$ cat src/rtl/fft_bitrev_reorder_pkg.sv
// Constants and helpers shared by the FFT datapath blocks.
package fft_bitrev_reorder_pkg;

    localparam int FFT_NB    = 3;
    localparam int FFT_DBW   = 3;
    localparam int FRAME_LEN = 1 << FFT_NB;

    // Mirror the index bits; fft_3 emits bin k at stream position bitrev(k).
    function automatic logic [FFT_NB-1:0] bitrev(input logic [FFT_NB-1:0] a);
        logic [FFT_NB-1:0] r;
        for (int i = 0; i < FFT_NB; i++) begin
            r[i] = a[FFT_NB-1-i];
        end
        return r;
    endfunction

endpackage

$ cat src/rtl/fft_bitrev_reorder_ram.sv
// Ping-pong sample store: two banks selected by the address MSB, synchronous
// write, asynchronous read feeding a registered output.
module fft_bitrev_reorder_ram #(
    parameter int DBW = 3,
    parameter int NB  = 3
) (
    input  logic             clk,
    input  logic             rstx,
    input  logic             we,
    input  logic [NB:0]      waddr,
    input  logic [2*DBW-1:0] wdata,
    input  logic             re,
    input  logic [NB:0]      raddr,
    output logic [2*DBW-1:0] rdata
);

    logic [2*DBW-1:0] mem [2**(NB+1)];

    always_ff @(posedge clk) begin
        if (we) begin
            mem[waddr] <= wdata;
        end
    end

    // Output register holds its value whenever no read is issued.
    always_ff @(posedge clk or negedge rstx) begin
        if (!rstx) begin
            rdata <= '0;
        end else if (re) begin
            rdata <= mem[raddr];
        end
    end

endmodule

$ cat src/rtl/fft_bitrev_reorder.sv
// Reorders the bit-reversed fft_3 output stream into natural-order frames.
// Optional sticky framing-error flag enabled by FFT_REORDER_CHK_EN.
module fft_bitrev_reorder
    import fft_bitrev_reorder_pkg::*;
#(
    parameter int DBW = FFT_DBW
) (
    input  logic             clk,
    input  logic             rstx,
    input  logic             clear,
    input  logic             din_vld,
    input  logic [2*DBW-1:0] din,
    output logic             dout_vld,
    output logic             dout_sof,
    output logic [2*DBW-1:0] dout
`ifdef FFT_REORDER_CHK_EN
    ,
    output logic             err
`endif
);

    localparam int NB = FFT_NB;

    logic [NB-1:0] wcnt;
    logic [NB-1:0] rcnt;
    logic          wbank;
    logic          rbank;
    logic          rd_act;
    logic          frame_done;
    logic          we;
    logic          re;

    assign frame_done = din_vld && (wcnt == '1);
    assign we         = din_vld && !clear;
    assign re         = rd_act && !clear;

    fft_bitrev_reorder_ram #(
        .DBW (DBW),
        .NB  (NB)
    ) u_ram (
        .clk   (clk),
        .rstx  (rstx),
        .we    (we),
        .waddr ({wbank, bitrev(wcnt)}),
        .wdata (din),
        .re    (re),
        .raddr ({rbank, rcnt}),
        .rdata (dout)
    );

    // Idle = !rd_act, Read = rd_act; a completing frame restarts the reader
    // even on its last cycle, which keeps continuous input gapless.
    always_ff @(posedge clk or negedge rstx) begin
        if (!rstx) begin
            wcnt     <= '0;
            wbank    <= 1'b0;
            rcnt     <= '0;
            rbank    <= 1'b0;
            rd_act   <= 1'b0;
            dout_vld <= 1'b0;
            dout_sof <= 1'b0;
        end else if (clear) begin
            wcnt     <= '0;
            wbank    <= 1'b0;
            rcnt     <= '0;
            rbank    <= 1'b0;
            rd_act   <= 1'b0;
            dout_vld <= 1'b0;
            dout_sof <= 1'b0;
        end else begin
            dout_vld <= rd_act;
            dout_sof <= rd_act && (rcnt == '0);
            if (din_vld) begin
                wcnt <= wcnt + 1'b1;
                if (frame_done) begin
                    wbank <= ~wbank;
                end
            end
            if (rd_act) begin
                rcnt <= rcnt + 1'b1;
                if (rcnt == '1) begin
                    rd_act <= 1'b0;
                end
            end
            if (frame_done) begin
                rbank  <= wbank;
                rd_act <= 1'b1;
                rcnt   <= '0;
            end
        end
    end

`ifdef FFT_REORDER_CHK_EN
    // A missing sample inside a frame marks the stream as misframed.
    always_ff @(posedge clk or negedge rstx) begin
        if (!rstx) begin
            err <= 1'b0;
        end else if (clear) begin
            err <= 1'b0;
        end else if (!din_vld && (wcnt != '0)) begin
            err <= 1'b1;
        end
    end
`endif

endmodule
$ cat config.mk
export PLATFORM = sky130hd
export DESIGN_NAME = fft_bitrev_reorder
export DESIGN_NICKNAME = d
export VERILOG_FILES = /design/src/rtl/fft_bitrev_reorder_pkg.sv /design/src/rtl/fft_bitrev_reorder_ram.sv /design/src/rtl/fft_bitrev_reorder.sv
export SDC_FILE = /design/constraint.sdc
export NUM_CORES = 1
export LEC_CHECK = 0
export CORE_UTILIZATION = 54
export CTS_CLUSTER_SIZE = 10
export DETAILED_ROUTE_END_ITERATION = 7
export MAX_ROUTING_LAYER = met4
export PLACE_DENSITY = 0.78
export RECOVER_POWER = 100
export SLEW_MARGIN = 0
export SYNTH_ARGS = -nofsm -noshare
export SYNTH_HDL_FRONTEND = slang
export SYNTH_SLANG_ARGS = --single-unit
$ cat constraint.sdc
create_clock -name clk -period 1.6 [get_ports clk]
set_input_delay 0.48 -clock clk [delete_from_list [all_inputs] [get_ports clk]]
set_output_delay 0.48 -clock clk [all_outputs]
set_load 0.02 [all_outputs]
==> results.yml <==
global_route:
  grt_util_met3_pct: 8.21
  first_global_vias: 2698
  grt_use_total_pct: 27.7
  grt.overflow.total: 0
  grt_util_met2_pct: 41.6
  grt_busiest_layer: "met2"
  grt_pass1_wl_mm: 15.9
  grt_max_degree: 18
  gr-usage-met1_pct: 36.0
  antenna_found_initial: 0
clock_tree:
  cts.path.max_buffers: 2
  path_clk_slew_ns: 0.05
  cts_buffers: 17
  clock_latency_ns: 0.52
  root_buffer: "clkbuf_8"
  cts_tree: "built"
  cts_sinks: 113
  htreeDepth: 4
detailed_routing:
  first_pass_iters: 5
  route.vias.total: 2661
  routedWlPerCell_um: 25.1
  drcViolationCount: 0
  ant_nets: 0
  via_per_inst: 6.15
  drt-total-wl_mm: 10.9
  drt_iter0_markers: 305
logic_synthesis:
  ys_seq_elements: 113
  async_reset_ff_share_pct: 15.0
  yosysUniqueCellTypes: 30
  yosys-top-cells-count: "edfxtp_1, nor2_1, dfrtp_1, mux4_2, mux2i_1"
  synthesis.area_mm2: 0.00451
  synth_warnings: 0
  ys.flop_type: "edfxtp_1"
  ys_seq_area_share_pct: 73.4
  synth_top_area_share_pct: 63.9
  synth_cells: 250
  synthTopCellsByArea: "edfxtp_1, dfrtp_1, mux4_2, mux2i_1, nor2_1"
  synth_top_cell_by_area: "edfxtp_1"
  synth-edff-count: 96
  synth_nets: 265
  synthMostInstantiatedCell: "edfxtp_1"
  avgSynthCellArea_um2: 18.0
placed_design:
  hpwl_mm: 6.23
  place_congestion: 0.830
  dp_cells: 394
  io_buffers: 17
  placed_area_mm2: 0.00511
critical_path:
  cp-end-kind: "flop"
  crit_arrival_ns: 2.22
  crit_path_start_kind: "flop"
  crit_family: "multiplexers"
  crit_chain: "buf_12 > buf_12 > mux4_2 > mux2i_1 > o221ai_1 > o21a_1"
  cp_slowest_cell: "mux4_2"
  criticalPathCategory: "flop to flop"
  cp_data_required_time_ns: 2.00
  critPathBufInv: 2
  crit_path_max_incr_delay_ns: 0.54
  critPathMostFrequentCell: "buf_12"
  path_max_fanout: 6
min_path:
  hold_path.class: "primary input to flop"
finish:
  multiInputGateArea_mm2: 0.00126
  fillCellCount: 436
  drive_gt1_share_pct: 35.0
  stdcell_count: 433
  area_growth_pct: 28.7
  seqCellArea_mm2: 0.00331
  nets: 333
  stdcell_area_mm2: 0.00580
  diodes: 0
die:
  dieWidth_um: 93.4
  core_mm2: 0.00789
  start_util_pct: 57.2
  io_pins: 18
  rows: 32
  die_area_mm2: 0.00872
  die_y_um: 93.4
timing:
  finalHoldViolCount: 0
  maxSlewViolCount: 0
  post-route-min-period_ns: 1.83
  fin_setup_tns_ns: -1.64
  max_freq_ghz: 0.548
  slew_headroom_pct: 32.3
  finalClockSkew_ns: 0.0108
  worst_pin_slew_ns: 1.02
  rsz0062_at_grt: "true"
  finalSetupViolCount: 17
  layout_setup_ws_ns: -0.225
  period_share_pct: 114
power:
  peakVddDrop_v: 0.000992
  p_per_area_mw_per_mm2: 1280
  leakage_nw: 2.02
outcome:
  status: "finished, violations left"
  violations: "setup timing"
run:
  max_cap_viol_count: 0
state kept, by name, summed over array words and instances (netlist names):
register	cells
u_ram.rdata	6
wbank	1
wcnt	3
rbank	1
rcnt	3
dout_vld	1
dout_sof	1
rd_act	1
u_ram.mem	96
repair_timing:
action	CTS	global route
setup endpoints to repair	57	13
pin swaps	3	1
hold buffers	0	0
buffers inserted	1	4
gates cloned	1	1
resized for setup	43	10
worst register-to-register path: cells and delay by family, from the launching register on:
kind                   cells  cell delay [ns]
flip-flops                 1             0.41
multiplexers               2             0.75
buffers and inverters      2             0.25
AO/OA/AOI/OAI              2             0.31
placed cells by master (no fill, tap or decap), drive strengths merged, types with 2 or more instances in the layout:
master | Yosys | final
xnor2 | 2 | 2
nand2 | 8 | 8
mux2 | 6 | 6
o2bb2ai | 2 | 2
edfxtp | 96 | 96
clkinv | 0 | 7
o221ai | 2 | 2
inv | 2 | 2
a32oi | 4 | 4
ha | 5 | 5
nor2 | 25 | 25
mux2i | 16 | 16
buf | 6 | 23
clkbuf | 5 | 46
nand2b | 9 | 9
o31ai | 2 | 2
nor2b | 3 | 3
dlygate4sd3 | 0 | 7
dfrtp | 17 | 17
o21a | 2 | 2
a21oi | 10 | 10
dlygate4sd2 | 0 | 2
nor3 | 4 | 4
mux4 | 18 | 18
bufinv | 0 | 5
final timing paths:
path	start	end	slack [ns]	cells after the start
worst max-delay path	rcnt[0]$_DFFE_PN0P_	u_ram.rdata[4]$_DFFE_PN0P_	-0.23	6
worst min-delay path	clear	wcnt[1]$_DFFE_PN0P_	0.46	3
worst max register to register	rcnt[0]$_DFFE_PN0P_	u_ram.rdata[4]$_DFFE_PN0P_	-0.23	6
worst min register to register	u_ram.rdata[4]$_DFFE_PN0P_	u_ram.rdata[4]$_DFFE_PN0P_	0.51	1
max in group asynchronous	rstx	rcnt[0]$_DFFE_PN0P_	0.25	2
min in group asynchronous	rstx	u_ram.rdata[5]$_DFFE_PN0P_	0.66	2
logic make-up after synthesis:
group                      synth area share [%]
muxes                                      14.1
DFF                                        73.4
AOI/OAI and AO/OA                          3.33
adders and majority gates                  1.39
and+or+nand+nor                            5.69
buffers and inverters                      1.50
xor gates and xnor gates                  0.583
where the power goes:
group,switching (W),internal [W]
registers,0.0000234,0.00324
logic,0.000160,0.0000863
clock network,0.00127,0.00266
cell type report:
type,instances,share of cell area [%]
sequential,113,57.1
multi-input combinational,124,21.8
timing repair buffer,60,8.28
clock buffer,19,7.27
clock inverter,13,3.30
tap,102,2.20
inverter,2,0.129
stage by stage:
step	worst slack, ns	utilization, %	hold slack [ns]	power (W)
after detailed placement	-0.614	64.8	0.503	0.00360
after global placement	-0.566	64.8	0.481	0.00359
after CTS	-0.234	73.0	0.296	0.00747
after global routing	-0.270	73.5	0.492	0.00760
final	-0.225	73.5	0.463	0.00744
after floorplan	-0.202	-	0.184	0.00344
per-layer routing:
layer / up-vias / share of wire [%]
met5: - / 0
met2: 173 / 49
li1: 1122 / -
met1: 1332 / 39
met4: 0 / 3.0
met3: 34 / 8.5
No activity file was read; power rests on OpenSTA's default activity.
